==> src/rtl/decode_pkg.sv <==
// Shared types and constants for the RV64IM decode stage: ALU operation
// numbering, major opcodes and the decoded bundle carried to execute.
package decode_pkg;

   localparam int         XLEN       = 64;
   localparam logic [7:0] ILLEGAL_OP = 8'hFF;

   localparam logic [6:0] OP        = 7'h33;
   localparam logic [6:0] OP_IMM    = 7'h13;
   localparam logic [6:0] OP_32     = 7'h3B;
   localparam logic [6:0] OP_IMM_32 = 7'h1B;
   localparam logic [6:0] LOAD      = 7'h03;
   localparam logic [6:0] STORE     = 7'h23;
   localparam logic [6:0] BRANCH    = 7'h63;
   localparam logic [6:0] JAL       = 7'h6F;
   localparam logic [6:0] JALR      = 7'h67;
   localparam logic [6:0] LUI       = 7'h37;
   localparam logic [6:0] AUIPC     = 7'h17;
   localparam logic [6:0] SYSTEM    = 7'h73;

   // Codes 27 and 28 are deliberately left unused by the ALU numbering.
   typedef enum logic [7:0] {
      ALU_ADD = 8'd0, ALU_SUB, ALU_XOR, ALU_OR, ALU_AND,
      ALU_SLL, ALU_SRL, ALU_SRA, ALU_SLT, ALU_SLTU,
      ALU_MUL, ALU_MULH, ALU_MULHSU, ALU_MULHU,
      ALU_DIV, ALU_DIVU, ALU_REM, ALU_REMU,
      ALU_ADDI, ALU_XORI, ALU_ORI, ALU_ANDI,
      ALU_SLLI, ALU_SRLI, ALU_SRAI, ALU_SLTI, ALU_SLTIU,
      ALU_ADDIW = 8'd29, ALU_SLLIW, ALU_SRLIW, ALU_SRAIW,
      ALU_ADDW, ALU_SUBW, ALU_SLLW, ALU_SRLW, ALU_SRAW,
      ALU_MULW, ALU_DIVW, ALU_DIVUW, ALU_REMW, ALU_REMUW,
      ALU_SB, ALU_SH, ALU_SW, ALU_SD,
      ALU_BEQ, ALU_BNE, ALU_BLT, ALU_BGE, ALU_BLTU, ALU_BGEU,
      ALU_JAL, ALU_JALR, ALU_LUI, ALU_AUIPC, ALU_ECALL, ALU_EBREAK,
      ALU_LB, ALU_LH, ALU_LW, ALU_LBU, ALU_LHU, ALU_LWU, ALU_LD,
      ALU_ILLEGAL = ILLEGAL_OP
   } alu_op_e;

   typedef struct packed {
      alu_op_e         op;
      logic [4:0]      rs1;
      logic [4:0]      rs2;
      logic [4:0]      rd;
      logic [XLEN-1:0] imm;
      logic [XLEN-1:0] shamt;
      logic [XLEN-1:0] pc;
      logic            illegal;
   } decoded_t;

endpackage

==> src/rtl/decode_comb.sv <==
// Purely combinational RV64IM instruction decoder: raw word and PC in,
// decoded bundle out. Usable on its own for unit tests.
module decode_comb
   import decode_pkg::*;
(
   input  logic [31:0]     instr,
   input  logic [XLEN-1:0] pc,
   output decoded_t        dec
);

   logic [6:0]      opcode;
   logic [2:0]      f3;
   logic [6:0]      f7;
   logic [XLEN-1:0] imm_i, imm_s, imm_b, imm_u, imm_j, shamt6, shamt5;

   assign opcode = instr[6:0];
   assign f3     = instr[14:12];
   assign f7     = instr[31:25];

   assign imm_i  = {{(XLEN-12){instr[31]}}, instr[31:20]};
   assign imm_s  = {{(XLEN-12){instr[31]}}, instr[31:25], instr[11:7]};
   assign imm_b  = {{(XLEN-13){instr[31]}}, instr[31], instr[7], instr[30:25], instr[11:8], 1'b0};
   assign imm_u  = {{(XLEN-32){instr[31]}}, instr[31:12], 12'h000};
   assign imm_j  = {{(XLEN-21){instr[31]}}, instr[31], instr[19:12], instr[20], instr[30:21], 1'b0};
   assign shamt6 = {{(XLEN-6){1'b0}}, instr[25:20]};
   assign shamt5 = {{(XLEN-5){1'b0}}, instr[24:20]};

   always_comb begin
      dec     = '0;
      dec.op  = ALU_ILLEGAL;
      dec.rs1 = instr[19:15];
      dec.rs2 = instr[24:20];
      dec.rd  = instr[11:7];
      dec.pc  = pc;
      case (opcode)
         OP: begin
            case (f7)
               7'b000_0000: begin
                  case (f3)
                     3'd0: dec.op = ALU_ADD;
                     3'd1: dec.op = ALU_SLL;
                     3'd2: dec.op = ALU_SLT;
                     3'd3: dec.op = ALU_SLTU;
                     3'd4: dec.op = ALU_XOR;
                     3'd5: dec.op = ALU_SRL;
                     3'd6: dec.op = ALU_OR;
                     default: dec.op = ALU_AND;
                  endcase
               end
               7'b010_0000: begin
                  if (f3 == 3'd0) dec.op = ALU_SUB;
                  else if (f3 == 3'd5) dec.op = ALU_SRA;
               end
               7'b000_0001: dec.op = alu_op_e'(8'(ALU_MUL) + {5'd0, f3});
               default: ;
            endcase
         end
         OP_IMM: begin
            dec.imm = imm_i;
            case (f3)
               3'd0: dec.op = ALU_ADDI;
               3'd2: dec.op = ALU_SLTI;
               3'd3: dec.op = ALU_SLTIU;
               3'd4: dec.op = ALU_XORI;
               3'd6: dec.op = ALU_ORI;
               3'd7: dec.op = ALU_ANDI;
               3'd1: if (instr[31:26] == 6'b000000) begin
                  dec.op    = ALU_SLLI;
                  dec.shamt = shamt6;
               end
               default: begin
                  if (instr[31:26] == 6'b000000) begin
                     dec.op    = ALU_SRLI;
                     dec.shamt = shamt6;
                  end else if (instr[31:26] == 6'b010000) begin
                     dec.op    = ALU_SRAI;
                     dec.shamt = shamt6;
                  end
               end
            endcase
         end
         OP_IMM_32: begin
            dec.imm = imm_i;
            // Word shifts only have a 5-bit shamt, so bit 25 belongs to funct7.
            if (f3 == 3'd0) dec.op = ALU_ADDIW;
            else if (f3 == 3'd1 && f7 == 7'b000_0000) begin
               dec.op    = ALU_SLLIW;
               dec.shamt = shamt5;
            end else if (f3 == 3'd5 && f7 == 7'b000_0000) begin
               dec.op    = ALU_SRLIW;
               dec.shamt = shamt5;
            end else if (f3 == 3'd5 && f7 == 7'b010_0000) begin
               dec.op    = ALU_SRAIW;
               dec.shamt = shamt5;
            end
         end
         OP_32: begin
            case ({f7, f3})
               {7'b000_0000, 3'd0}: dec.op = ALU_ADDW;
               {7'b010_0000, 3'd0}: dec.op = ALU_SUBW;
               {7'b000_0000, 3'd1}: dec.op = ALU_SLLW;
               {7'b000_0000, 3'd5}: dec.op = ALU_SRLW;
               {7'b010_0000, 3'd5}: dec.op = ALU_SRAW;
               {7'b000_0001, 3'd0}: dec.op = ALU_MULW;
               {7'b000_0001, 3'd4}: dec.op = ALU_DIVW;
               {7'b000_0001, 3'd5}: dec.op = ALU_DIVUW;
               {7'b000_0001, 3'd6}: dec.op = ALU_REMW;
               {7'b000_0001, 3'd7}: dec.op = ALU_REMUW;
               default: ;
            endcase
         end
         LOAD: begin
            dec.imm = imm_i;
            case (f3)
               3'd0: dec.op = ALU_LB;
               3'd1: dec.op = ALU_LH;
               3'd2: dec.op = ALU_LW;
               3'd3: dec.op = ALU_LD;
               3'd4: dec.op = ALU_LBU;
               3'd5: dec.op = ALU_LHU;
               3'd6: dec.op = ALU_LWU;
               default: ;
            endcase
         end
         STORE: begin
            dec.imm = imm_s;
            if (!f3[2]) dec.op = alu_op_e'(8'(ALU_SB) + {6'd0, f3[1:0]});
         end
         BRANCH: begin
            dec.imm = imm_b;
            case (f3)
               3'd0: dec.op = ALU_BEQ;
               3'd1: dec.op = ALU_BNE;
               3'd4: dec.op = ALU_BLT;
               3'd5: dec.op = ALU_BGE;
               3'd6: dec.op = ALU_BLTU;
               3'd7: dec.op = ALU_BGEU;
               default: ;
            endcase
         end
         JAL: begin
            dec.imm = imm_j;
            dec.op  = ALU_JAL;
         end
         JALR: begin
            dec.imm = imm_i;
            if (f3 == 3'd0) dec.op = ALU_JALR;
         end
         LUI: begin
            dec.imm = imm_u;
            dec.op  = ALU_LUI;
         end
         AUIPC: begin
            dec.imm = imm_u;
            dec.op  = ALU_AUIPC;
         end
         SYSTEM: begin
            dec.imm = imm_i;
            if (instr == 32'h0000_0073) dec.op = ALU_ECALL;
            else if (instr == 32'h0010_0073) dec.op = ALU_EBREAK;
         end
         default: ;
      endcase
      dec.illegal = (dec.op == ALU_ILLEGAL);
   end

endmodule

==> src/rtl/decode_stage.sv <==
// Registered decode stage: decodes fetched words and holds them in an
// output register backed by a one-entry skid register (2-deep FIFO).
module decode_stage
   import decode_pkg::*;
(
   input  logic            clk,
   input  logic            reset,
   input  logic            flush,
   input  logic            in_valid,
   output logic            in_ready,
   input  logic [31:0]     in_instr,
   input  logic [XLEN-1:0] in_pc,
   output logic            out_valid,
   input  logic            out_ready,
   output logic [7:0]      out_op,
   output logic [4:0]      out_rs1,
   output logic [4:0]      out_rs2,
   output logic [4:0]      out_rd,
   output logic [XLEN-1:0] out_imm,
   output logic [XLEN-1:0] out_shamt,
   output logic [XLEN-1:0] out_pc,
   output logic            out_illegal
);

   decoded_t dec;
   decoded_t out_q, out_d, skid_q, skid_d;
   logic     out_valid_q, out_valid_d, skid_valid_q, skid_valid_d;
   logic     accept, out_free;

   decode_comb u_decode_comb (
      .instr (in_instr),
      .pc    (in_pc),
      .dec   (dec)
   );

   always_comb begin
      accept       = in_valid && !skid_valid_q && !flush;
      out_free     = !out_valid_q || out_ready;
      out_d        = out_q;
      skid_d       = skid_q;
      out_valid_d  = out_valid_q;
      skid_valid_d = skid_valid_q;
      if (flush) begin
         out_valid_d  = 1'b0;
         skid_valid_d = 1'b0;
      end else if (out_free) begin
         // A full skid always wins the output; in_ready was low so nothing new arrives.
         if (skid_valid_q) begin
            out_d        = skid_q;
            out_valid_d  = 1'b1;
            skid_valid_d = 1'b0;
         end else begin
            out_valid_d = accept;
            if (accept) out_d = dec;
         end
      end else if (accept) begin
         skid_d       = dec;
         skid_valid_d = 1'b1;
      end
   end

   always_ff @(posedge clk or posedge reset) begin
      if (reset) begin
         out_q        <= '0;
         skid_q       <= '0;
         out_valid_q  <= 1'b0;
         skid_valid_q <= 1'b0;
      end else begin
         out_q        <= out_d;
         skid_q       <= skid_d;
         out_valid_q  <= out_valid_d;
         skid_valid_q <= skid_valid_d;
      end
   end

   assign in_ready    = !skid_valid_q;
   assign out_valid   = out_valid_q;
   assign out_op      = out_q.op;
   assign out_rs1     = out_q.rs1;
   assign out_rs2     = out_q.rs2;
   assign out_rd      = out_q.rd;
   assign out_imm     = out_q.imm;
   assign out_shamt   = out_q.shamt;
   assign out_pc      = out_q.pc;
   assign out_illegal = out_q.illegal;

endmodule

==> config.mk <==
export PLATFORM = sky130hd
export DESIGN_NAME = decode_stage
export DESIGN_NICKNAME = d
export VERILOG_FILES = /design/src/rtl/decode_pkg.sv /design/src/rtl/decode_comb.sv /design/src/rtl/decode_stage.sv
export SDC_FILE = /design/constraint.sdc
export NUM_CORES = 1
export LEC_CHECK = 0
export CORE_MARGIN = 2
export CORE_UTILIZATION = 45
export CTS_CLUSTER_SIZE = 40
export DETAILED_ROUTE_END_ITERATION = 16
export HOLD_SLACK_MARGIN = 0.1
export PLACE_DENSITY = 0.76
export SLEW_MARGIN = 10
export SYNTH_ARGS = -nofsm -noshare
export SYNTH_HDL_FRONTEND = slang
export SYNTH_SLANG_ARGS = --single-unit
==> constraint.sdc <==
create_clock -name clk -period 9.83 [get_ports clk]
set_clock_uncertainty 0.2 [all_clocks]
set_input_delay 2.949 -clock clk [delete_from_list [all_inputs] [get_ports clk]]
set_output_delay 2.949 -clock clk [all_outputs]
set_load 0.005 [all_outputs]
==> summary.md <==
| Metric | Value |
|---|---|
| Status | complete, no violations |
| Hold Crit Endpoint | skid_q[140]$_DFFE_PP0P_ |
| Total Routing Usage GR | 0.2398 |
| Power Density | 180.1 nW/um^2 |
| P&R area growth vs syn | 24.90% |
| Arr. time, crit path | 5.99 ns |
| F_max | 172.2 MHz |
| Proportion of layout cells with a drive suffix above 1 | 0.06295 |
| First-pass GRT wire length | 59.16 mm |
| CP max FO | 19 |
| Worst Reg-to-Reg Cells | 6 |
| Via count | 11040 |
| Initial DRC count | 959 |
| Mapped Cells | 1483 |
| CP peak stage delay | 0.70 ns |
| Finished Layout Cells | 2053 |
| CP Cell Sequence | clkdlybuf4s50_1 > ha_1 > nor2b_1 > nor3_1 > a21o_1 > a21oi_1 > o2111ai_1 > nor3_2 > o21ai_0 |
| Synth Warn # | 0 |
| Max-slew violation count | 0 |
| CTS max path bufs | 3 |
| DRC viols | 0 |
| DR WL/cell | 18.23 um |
| Hold_buf cts | 0 |
| DP HPWL | 25.16 mm |
| Max IR drop VDD | 143.8 uV |
| CTS resizes | 0 |
| Leak | 7.196 nW |
| Synthesized flop and latch total | 254 |
| Mean number of vias per cell | 5.375 |
| Asr flop ratio synth | 1.000 |
| 1st-pass router iterations | 5 |
| IO Port Bufs | 260 |
| Placer Congestion | 0.9634 |
| CTS sink cnt | 254 |
| Worst Setup End Kind | register |
| Req. time, crit path | 10.01 ns |
| Cell Area, Placed | 15430 um^2 |
| Design Area, Final | 16370 um^2 |
| Synth top area share | 0.4849 |
| Syn Area/Cell | 8.839 um^2 |
| Die W | 174.7 um |
| Hold Crit Class | register to register |
| Setup TNS | 0 ns |
| Hold Path Stages | 2 |
| Actual slew at the worst max-slew pin | 1.113 ns |
| Placed cell count | 2004 |
| Post-CTS Setup Repair Bufs | 0 |
| Tcrit/Tclk final | 0.5908 |
| Netlist cell types | 76 |
| Final nets | 1756 |
| RSZ-0062 raised after global routing | no |
| Post-synth EDFFs | 0 |
| Largest net degree at the start of global routing | 185 |
| Io pins | 319 |
| Dominant cell type by area after synthesis | dfrtp_1 |
| Chip Height | 174.7 um |
| Mapped Area | 13110 um^2 |
| WS Path Type | input port to register |
| Sequential share of the synthesized area | 0.4849 |
| Crit-path slowest cell | clkdlybuf4s50_1 |
| Vias in the first global route | 10450 |
| Slew HR | 0.2578 |
| FF-to-FF End | out_imm[3]$_DFFE_PP0P_ |
| Fin. Hold Viols | 0 |
| Clk_lat worst skew | 0.52 ns |
| Startpoint Class | input port |
| Endpoints failing setup | 0 |
| Die area | 30510 um^2 |
| Post-synth top flop | dfrtp_1 |
| Final WL | 37.43 mm |
| H-Tree Depth | 1 |
| Site Rows | 62 |
| Initial Util | 0.4567 |
| PnR Total Power | 2.949 mW |
| Area contributors post-synth | dfrtp_1 48%, nand2_1 13%, mux2i_1 6.0% |
| HP Start | skid_q[140]$_DFFE_PP0P_ |
| Total of max-cap violations | 0 |
| Core ar. | 28700 um^2 |
| R2R Path Start | skid_valid_q$_DFFE_PP0P_ |
| Clock Tree Root | clkbuf_16 |
| TritonCTS clock tree | yes |
| CTS Buf Count | 27 |
| Initial antenna violation count | 1 |
| GRT Residual Overflow | 0 |
| R2r setup slk | 6.70 ns |
| CTS clk-pin slew, worst paths | 0.06 ns |
| Final Critical Period | 5.808 ns |
| DRT antenna net count | 0 |
metrics by stage:
stage / utilization / setup slack, ns / hold WS (ns)
after floorplan: - / 3.337 / 0.2334
after global placement: 0.5375 / 3.572 / 0.2464
after detailed placement: 0.5375 / 3.524 / 0.2512
after CTS: 0.5703 / 4.068 / 0.2651
after global routing: 0.5704 / 3.767 / 0.2931
final: 0.5704 / 4.022 / 0.2650
cell usage in the layout, fill, tap and decap left out, types with 6 or more instances in the layout:
cell / instances
nand4_1: 6
and2_1: 8
nand2b_1: 8
o21ai_1: 15
a22oi_1: 12
o21ai_0: 155
nor3_1: 10
clkdlybuf4s50_1: 260
buf_4: 11
a21oi_1: 54
mux2i_1: 79
a31oi_1: 12
clkinv_2: 7
nor3_2: 7
ha_1: 6
mux2_2: 12
clkbuf_16: 27
nor2_1: 46
o211ai_1: 6
nor2b_1: 6
a22o_1: 7
nand2_1: 435
clkbuf_8: 7
dfrtp_1: 253
or3_1: 11
conb_1: 58
and3_1: 6
nand3_1: 22
inv_1: 16
synth_stat cells (3+ instances only):
| cell type | number |
|---|---|
| nand3b_1 | 5 |
| o21ai_1 | 15 |
| and3b_1 | 3 |
| a22oi_1 | 12 |
| nor3_1 | 10 |
| inv_1 | 17 |
| nand4_1 | 6 |
| buf_1 | 3 |
| nor3b_1 | 4 |
| nand2_1 | 437 |
| mux2_2 | 12 |
| a221oi_1 | 3 |
| a31oi_1 | 12 |
| o21ai_0 | 155 |
| o21a_1 | 5 |
| a22o_1 | 7 |
| a21o_1 | 5 |
| nand3_1 | 22 |
| nor3_2 | 7 |
| nor2_1 | 46 |
| and2_1 | 9 |
| dfrtp_1 | 254 |
| and3_1 | 6 |
| nor2b_1 | 6 |
| nand2b_1 | 8 |
| buf_2 | 19 |
| or2_1 | 3 |
| a211oi_1 | 4 |
| o2111ai_1 | 3 |
| buf_4 | 93 |
| or3_1 | 11 |
| clkbuf_1 | 73 |
| o211ai_1 | 6 |
| a21oi_1 | 54 |
| nand4b_1 | 4 |
| ha_1 | 6 |
| or2_2 | 4 |
| mux2i_1 | 79 |
| nor4_1 | 6 |
flip-flops by register name, indices dropped and copies added, names as in the netlist:
register / cells
out_shamt: 6
skid_valid_q: 1
out_rs2: 5
out_imm: 32
out_illegal: 1
out_valid: 1
skid_q: 126
out_rs1: 5
out_op: 8
out_pc: 64
out_rd: 5
critical path, delay by kind of cell:
family / cells / cell delay (ns)
AND/OR/NAND/NOR: 3 / 1.01
AO/OA/AOI/OAI: 4 / 0.63
buffers and inverters: 1 / 0.70
adder cells (fa/ha/maj): 1 / 0.70
metal layers:
metal / wire, um / part of all wire / vias up / GRT usage
met5: 0 / 0 / - / 0
met4: 1410 / 0.038 / 0 / 0.08229
met3: 2586 / 0.069 / 68 / 0.03351
met2: 17330 / 0.46 / 417 / 0.3740
met1: 16100 / 0.43 / 5351 / 0.3443
li1: - / - / 5199 / -
cell families after synthesis:
| group | count (synthesis) | synth area share |
|---|---|---|
| compound gates | 309 | 0.1409 |
| simple gates | 611 | 0.2068 |
| buf+inv | 210 | 0.08992 |
| flops | 254 | 0.4849 |
| other cells | 1 | 0.0002861 |
| mux | 91 | 0.07064 |
| fa+ha+maj | 7 | 0.006586 |
report_power, final:
part / switching [mW] / internal [mW]
combinational: 0.263 / 0.293
sequential: 0.102 / 1.22
clock: 0.415 / 0.658
total: 0.780 / 2.17
cell type report:
cell class | count | area [um^2]
multi-input cells | 1076 | 5811
clock buffers | 36 | 779.5
inverters | 18 | 71.32
flip-flops and latches | 254 | 6360
diodes | 1 | 2.502
well taps | 384 | 480.5
clock inverters | 12 | 162.7
fillers | 2536 | 12330
repair buffers | 272 | 2705
worst max path at each step:
stage | cells after the start | start | to
floorplan | 1 | reset | out_illegal$_DFFE_PP0P_
global placement | 9 | in_instr[12] | skid_q[0]$_DFFE_PP0P_
detailed placement | 9 | in_instr[12] | skid_q[0]$_DFFE_PP0P_
CTS | 9 | in_instr[12] | skid_q[209]$_DFFE_PP0P_
global route | 9 | in_instr[12] | skid_q[209]$_DFFE_PP0P_
finish | 9 | in_instr[12] | skid_q[209]$_DFFE_PP0P_
Power figures use the tool's default switching activity.
